File: src/rtl/request_unit.sv
// request_unit: fetch/data request sequencer with halt latch and dhit watchdog; REQUEST_UNIT_PERF_EN adds perf counters
module request_unit #(
    parameter int DHIT_TIMEOUT = 255,
    parameter int CNT_W = 32
) (
    input  logic             CLK,
    input  logic             nRST,
    input  logic             DatRead,
    input  logic             DatWrite,
    input  logic             Halt,
    input  logic             ihit,
    input  logic             dhit,
    output logic             imemREN,
    output logic             dmemREN,
    output logic             dmemWEN,
    output logic             pc_en,
    output logic             halt_out,
    output logic             timeout_err,
    output logic [CNT_W-1:0] retired_cnt,
    output logic [CNT_W-1:0] stall_cnt
);
    localparam logic [1:0] FETCH  = 2'd0;
    localparam logic [1:0] DATA   = 2'd1;
    localparam logic [1:0] HALTED = 2'd2;
    localparam logic [15:0] WLIM = 16'(DHIT_TIMEOUT - 1);
    logic [1:0] state, nxt;
    logic rd_q, wr_q, trap, fetch, data;
    logic [15:0] wdog;
    assign fetch = state == FETCH;
    assign data = state == DATA;
    assign trap = data && !dhit && wdog == WLIM;
    assign imemREN = fetch;
    assign dmemREN = data && rd_q;
    assign dmemWEN = data && wr_q;
    assign halt_out = state == HALTED;
    // Mealy retire pulse; gated so nothing retires while reset is held
    assign pc_en = nRST && (fetch ? ihit && !Halt && !DatRead && !DatWrite : data && dhit);
    always_comb begin
        nxt = state;
        if (fetch && ihit)
            nxt = Halt ? HALTED : (DatWrite || DatRead) ? DATA : FETCH;
        else if (data)
            nxt = dhit ? FETCH : trap ? HALTED : DATA;
    end
    always_ff @(posedge CLK or negedge nRST) begin
        if (!nRST) begin
            state <= FETCH;
            rd_q <= 1'b0;
            wr_q <= 1'b0;
            wdog <= '0;
            timeout_err <= 1'b0;
        end else begin
            state <= nxt;
            if (fetch && ihit && !Halt) begin
                wr_q <= DatWrite;
                rd_q <= DatRead && !DatWrite;
            end else if (data && dhit) begin
                rd_q <= 1'b0;
                wr_q <= 1'b0;
            end
            wdog <= (!data || dhit) ? '0 : (&wdog) ? wdog : wdog + 16'd1;
            if (trap)
                timeout_err <= 1'b1;
        end
    end
`ifdef REQUEST_UNIT_PERF_EN
    logic stall;
    assign stall = (fetch && !ihit) || (data && !dhit);
    always_ff @(posedge CLK or negedge nRST) begin
        if (!nRST) begin
            retired_cnt <= '0;
            stall_cnt <= '0;
        end else begin
            retired_cnt <= retired_cnt + CNT_W'(pc_en);
            stall_cnt <= stall_cnt + CNT_W'(stall);
        end
    end
`else
    assign retired_cnt = '0;
    assign stall_cnt = '0;
`endif
endmodule

File: config.mk
export PLATFORM = sky130hd
export DESIGN_NAME = request_unit
export DESIGN_NICKNAME = d
export VERILOG_FILES = /design/src/rtl/request_unit.sv
export SDC_FILE = /design/constraint.sdc
export NUM_CORES = 1
export LEC_CHECK = 0
export BUFFER_PORTS_ARGS = -buffer_cell sky130_fd_sc_hd__buf_2
export CAP_MARGIN = 0
export CORE_AREA = 2 2 82 84
export CTS_CLUSTER_SIZE = 40
export DETAILED_ROUTE_END_ITERATION = 8
export DIE_AREA = 0 0 84 86
export PLACE_DENSITY = 0.62
export SYNTH_ARGS = -nofsm -noshare
export SYNTH_HDL_FRONTEND = slang
export SYNTH_SLANG_ARGS = --single-unit
File: constraint.sdc
create_clock -name CLK -period 2.4 [get_ports CLK]
set_clock_uncertainty 0.1 [all_clocks]
set_input_delay 0 -clock CLK [delete_from_list [all_inputs] [get_ports CLK]]
set_output_delay 0 -clock CLK [all_outputs]
set_load 0.05 [all_outputs]
# After elaboration in Yosys (flattened, before gate mapping)
# Cells that the tools add are included.
dict set report word_totals {
  regBits 21
  input_bits 7
  wordCells 45
  out_inout_bits 70
}
dict set report classes {
  reduce_logical 23
  n_mux 12
  add_sub_neg 1
  n_eq_ne 4
}
# operator n
set op_table {}
lappend op_table {{$mux 16} 2}
lappend op_table {{$add 16x1->16 const B} 1}
lappend op_table {{$eq 16x8->1 const B} 1}
lappend op_table {{$reduce_and 16->1} 1}
lappend op_table {{$logic_and 1x1->1} 12}
lappend op_table {{$mux 2} 5}
lappend op_table {{$logic_not 1->1} 5}
lappend op_table {{$mux 1} 5}
lappend op_table {{$reduce_bool 2->1} 2}
lappend op_table {{$eq 2x1->1 const B} 1}
lappend op_table {{$eq 2x2->1 const B} 1}
lappend op_table {{$logic_not 2->1} 1}
lappend op_table {{$logic_or 1x1->1} 2}
lappend op_table {{$ne 2x2->1 const B} 1}

# Longest topological paths before layout
dict set report depth {
  ltp_word 7
  ltp_mapped 6
  ltp_nobuf 5
}

# Worst setup path after synthesis
# No wires, ideal clock.
dict set report synth_timing {
  path_kind {register to output}
  from {register state[1]}
  to {output port pc_en}
  setup_slack_ns 0.485
  required_ns 2.300
  path_stages_with_launch 4
  arrival_time_ns 1.815
  path_buffers 0
  cell_sequence {dfrtp_1 nor4b_1 a22oi_1 nor2b_1}
}
dict set report synth_between {
  elab_chain_cells 4
  elab_cells_between_ends 5
  classes_between {eq/ne (1); mux (1); reduce/logical (3)}
}
# item line_no
set synth_lines {}
lappend synth_lines {{start: declaration} 26} ;# logic [1:0] state, nxt;
lappend synth_lines {{start signal: assignment} 53} ;# state <= nxt;
lappend synth_lines {{$eq 2x1->1} 30} ;# assign data = state == DATA;
lappend synth_lines {{$logic_and 1x1->1} 37} ;# assign pc_en = nRST && (fetch ? ihit && !Halt && !DatRead && !DatWrite : data && dhit);
lappend synth_lines {{$mux 1 *} 37}
lappend synth_lines {{$logic_and 1x1->1 *} 37}
lappend synth_lines {{end: declaration} 16} ;# output logic pc_en,
# Every way passes the cells marked *; elsewhere a longest branch is shown, timed or not.

# Worst setup path in the final report
dict set report layout_timing {
  from {register state[0]}
  to {output port pc_en}
}
# Same word-level chain as after synthesis.

==> summary.txt <==
Outcome
  – Status: finished, final reports clean

Critical path
  – Worst r2r path cells: 6
  – Setup crit end kind: primary output
  – RR Startpoint: wdog[0]
  – Largest delay contributor family on the critical path: simple AND/OR/NAND/NOR gates
  – Slowest CP cell: nor4b_1
  – Crit path kind: flip-flop to primary output
  – Worst path cell trace: nor4b_1, a22oi_1, nor2b_1, buf_2
  – CP Data Arrival Time: 1.92 ns
  – Worst-path fanout max: 8
  – CP Buf/Inv Count: 1
  – Crit path launch type: flip-flop
  – R2R setup slack: 0.39 ns
  – R2R Path End: wdog[5]
  – Data required, critical path: 2.30 ns
  – Worst path max stage delay: 0.67 ns

Clock network
  – Worst skew pair latency: 0.26 ns
  – CTS sink cnt: 21
  – H-tree depth: 1
  – CTS clock-pin slew for the worst setup and hold paths: 0.07 ns
  – CTS tree: built
  – CTS-repair resized insts: 0
  – Num CTS Buffers: 3
  – CTS Buffer Depth: 2
  – CTS root buf: clkbuf_8

Timing
  – # setup viols final: 0
  – Slew @ Worst Pin: 0.724 ns
  – Fin. Hold Viols: 0
  – Final period util: 0.843
  – Final max-slew violation count: 0
  – Slew margin rel.: 0.511
  – Worst setup margin: 0.376 ns
  – Fin crit period: 2.02 ns
  – FMAX: 494 MHz
  – Fin Setup TNS: 0 ns
  – RSZ-0062 raised after global routing: false

Die
  – Overall die width: 84 um
  – I/O pin cnt: 77
  – Core area: 6280 um^2
  – Die ar.: 7220 um^2
  – Initial core utilization: 0.282
  – Die height: 86 um
  – # rows: 29

Logic synthesis
  – Yosys cell types: 47
  – Seq/Total Area, Yosys: 0.297
  – Number of synthesized flops with an enable pin: 0
  – #FFs+latches synth: 21
  – Top cells by area, synth: dfrtp_1, buf_4, a21oi_1
  – Netlist Area Pre-Place: 1770 um^2
  – Top FF cell, synth: dfrtp_1
  – Synth warnings: 0
  – Share of the synthesized area in the top cell type: 0.297
  – Largest area contributor in the netlist: dfrtp_1
  – Mean Syn Cell Area: 8.86 um^2
  – Post-Synthesis Cells: 200
  – Async SR Flop Fraction: 1.00

Worst hold path
  – Worst Hold End: wr_q
  – Hold Crit Class: primary input to flip-flop
  – Worst hold stages: 3
  – Hold Startpoint: Halt

Placed design
  – Final Wtd Congestion: 0.915
  – Dpl cells: 285
  – HPWL Detailed: 2440 um
  – Port Buffers: 12
  – Post-place setup slack: 0.405 ns

Route
  – Drt total wl: 3240 um
  – DRC: 0
  – Drt pass-1 iters: 4
  – Antenna-violating nets left: 0
  – Via count: 1327
  – Initial drt markers: 66
  – Avg WL per Cell: 11.0 um
  – Vias per Instance: 4.50

Layout
  – Layout cells sized above 1: 0.128
  – Synthesis-to-layout area growth: -0.565%
  – Layout net count: 228
  – Storage element area: 526 um^2
  – Area of the multi-input gates: 937 um^2
  – Highest-count cells in the layout ignoring fill and taps: conb_1, dfrtp_1, a21oi_1
  – N_diodes: 0
  – Most common cell after layout, fill and taps aside: conb_1
  – Layout Cells excl Fill: 295
  – Fill cells: 682

Pwr
  – IR drop worst, VDD: 270 uV
  – Cell Pwr Density: 536 nW/um^2
  – Static leakage: 0.816 nW

Global routing
  – Antenna violations before repair: 0
  – Largest net degree at the start of global routing: 22
  – Grt ovf: 0
  – First-pass GRT wire length: 5240 um
  – Total Routing Usage GR: 0.0870
  – Vias in the first global route: 1117

Job
  – MaxCap Viol Count: 0
-- report_power, final --
part	internal [mW]	total [mW]	switching [mW]
clock network	0.118	0.230	0.112
logic	0.0426	0.325	0.283
registers	0.370	0.390	0.0192
total	0.531	0.945	0.414
-- cell families after synthesis --
kind of cell | after synthesis | share of synthesized area
buffers and inverters | 74 | 0.308
and+or+nand+nor | 67 | 0.248
AOI/OAI and AO/OA | 35 | 0.131
DFF | 21 | 0.297
adders and majority gates | 2 | 0.0141
other | 1 | 0.00212
-- synth_stat cells, types with 2 or more instances --
| library cell | n |
|---|---|
| buf_4 | 67 |
| a21oi_1 | 13 |
| nor3_1 | 3 |
| and3_1 | 5 |
| nand2_1 | 9 |
| nand4_1 | 4 |
| nand4_2 | 2 |
| nor4_1 | 2 |
| ha_1 | 2 |
| buf_6 | 2 |
| o21ai_1 | 2 |
| o31ai_1 | 5 |
| inv_1 | 4 |
| and4_1 | 3 |
| a211oi_1 | 2 |
| or4_1 | 4 |
| and2_1 | 3 |
| dfrtp_1 | 21 |
| nor2b_1 | 5 |
| nor2_1 | 7 |
| nand3_1 | 5 |
| or3_1 | 3 |
| o21ai_0 | 3 |
-- per-stage QoR --
step / util / total power [mW] / hold slack (ns) / area [um^2]
final: 0.281 / 0.945 / 0.0774 / 1760
after global routing: 0.281 / 0.985 / 0.110 / 1760
after CTS: 0.281 / 0.953 / 0.0712 / 1760
after detailed placement: 0.264 / 0.713 / -0.0647 / 1660
after global placement: 0.264 / 0.711 / -0.0736 / 1660
after floorplan: - / 0.762 / -0.396 / 2010
-- per-layer routing --
| metal | vias up | part of all wire | track usage |
|---|---|---|---|
| met5 | - | 0 | 0 |
| met4 | 0 | 0.013 | 0.0220 |
| met3 | 6 | 0.073 | 0.0202 |
| met2 | 69 | 0.48 | 0.147 |
| met1 | 627 | 0.44 | 0.113 |
| li1 | 625 | - | - |
-- tightest hold or removal path, stage by stage --
cell and delay (ns):
buf_2 0.09, nor4b_1 0.08, a22o_1 0.23
-- how the worst max path moves through the flow --
stage	endpoint	cells after the start	start
final	pc_en	4	state[0]
after global routing	pc_en	4	state[0]
after CTS	pc_en	4	state[0]
after detailed placement	wdog[5]	6	wdog[0]
after global placement	wdog[5]	6	wdog[0]
after floorplan	pc_en	3	state[1]
-- state kept, by name, indices dropped and copies added, names as in the netlist --
signal       flops
wdog            16
state            2
rd_q             1
timeout_err      1
wr_q             1
-- final cells by class --
cell class,instances,area share
multi-input cells,168,0.532
flip-flops and latches,21,0.298
repair buffers,21,0.0810
well taps,77,0.0547
clock buffers,4,0.0256
inverters,4,0.00852
-- timing repair --
action	4_1_cts	5_1_grt
buffers inserted	0	0
hold buffers	6	0
endpoints found under the hold margin	26	0
Note: power is estimated with default switching activity, not from simulation.
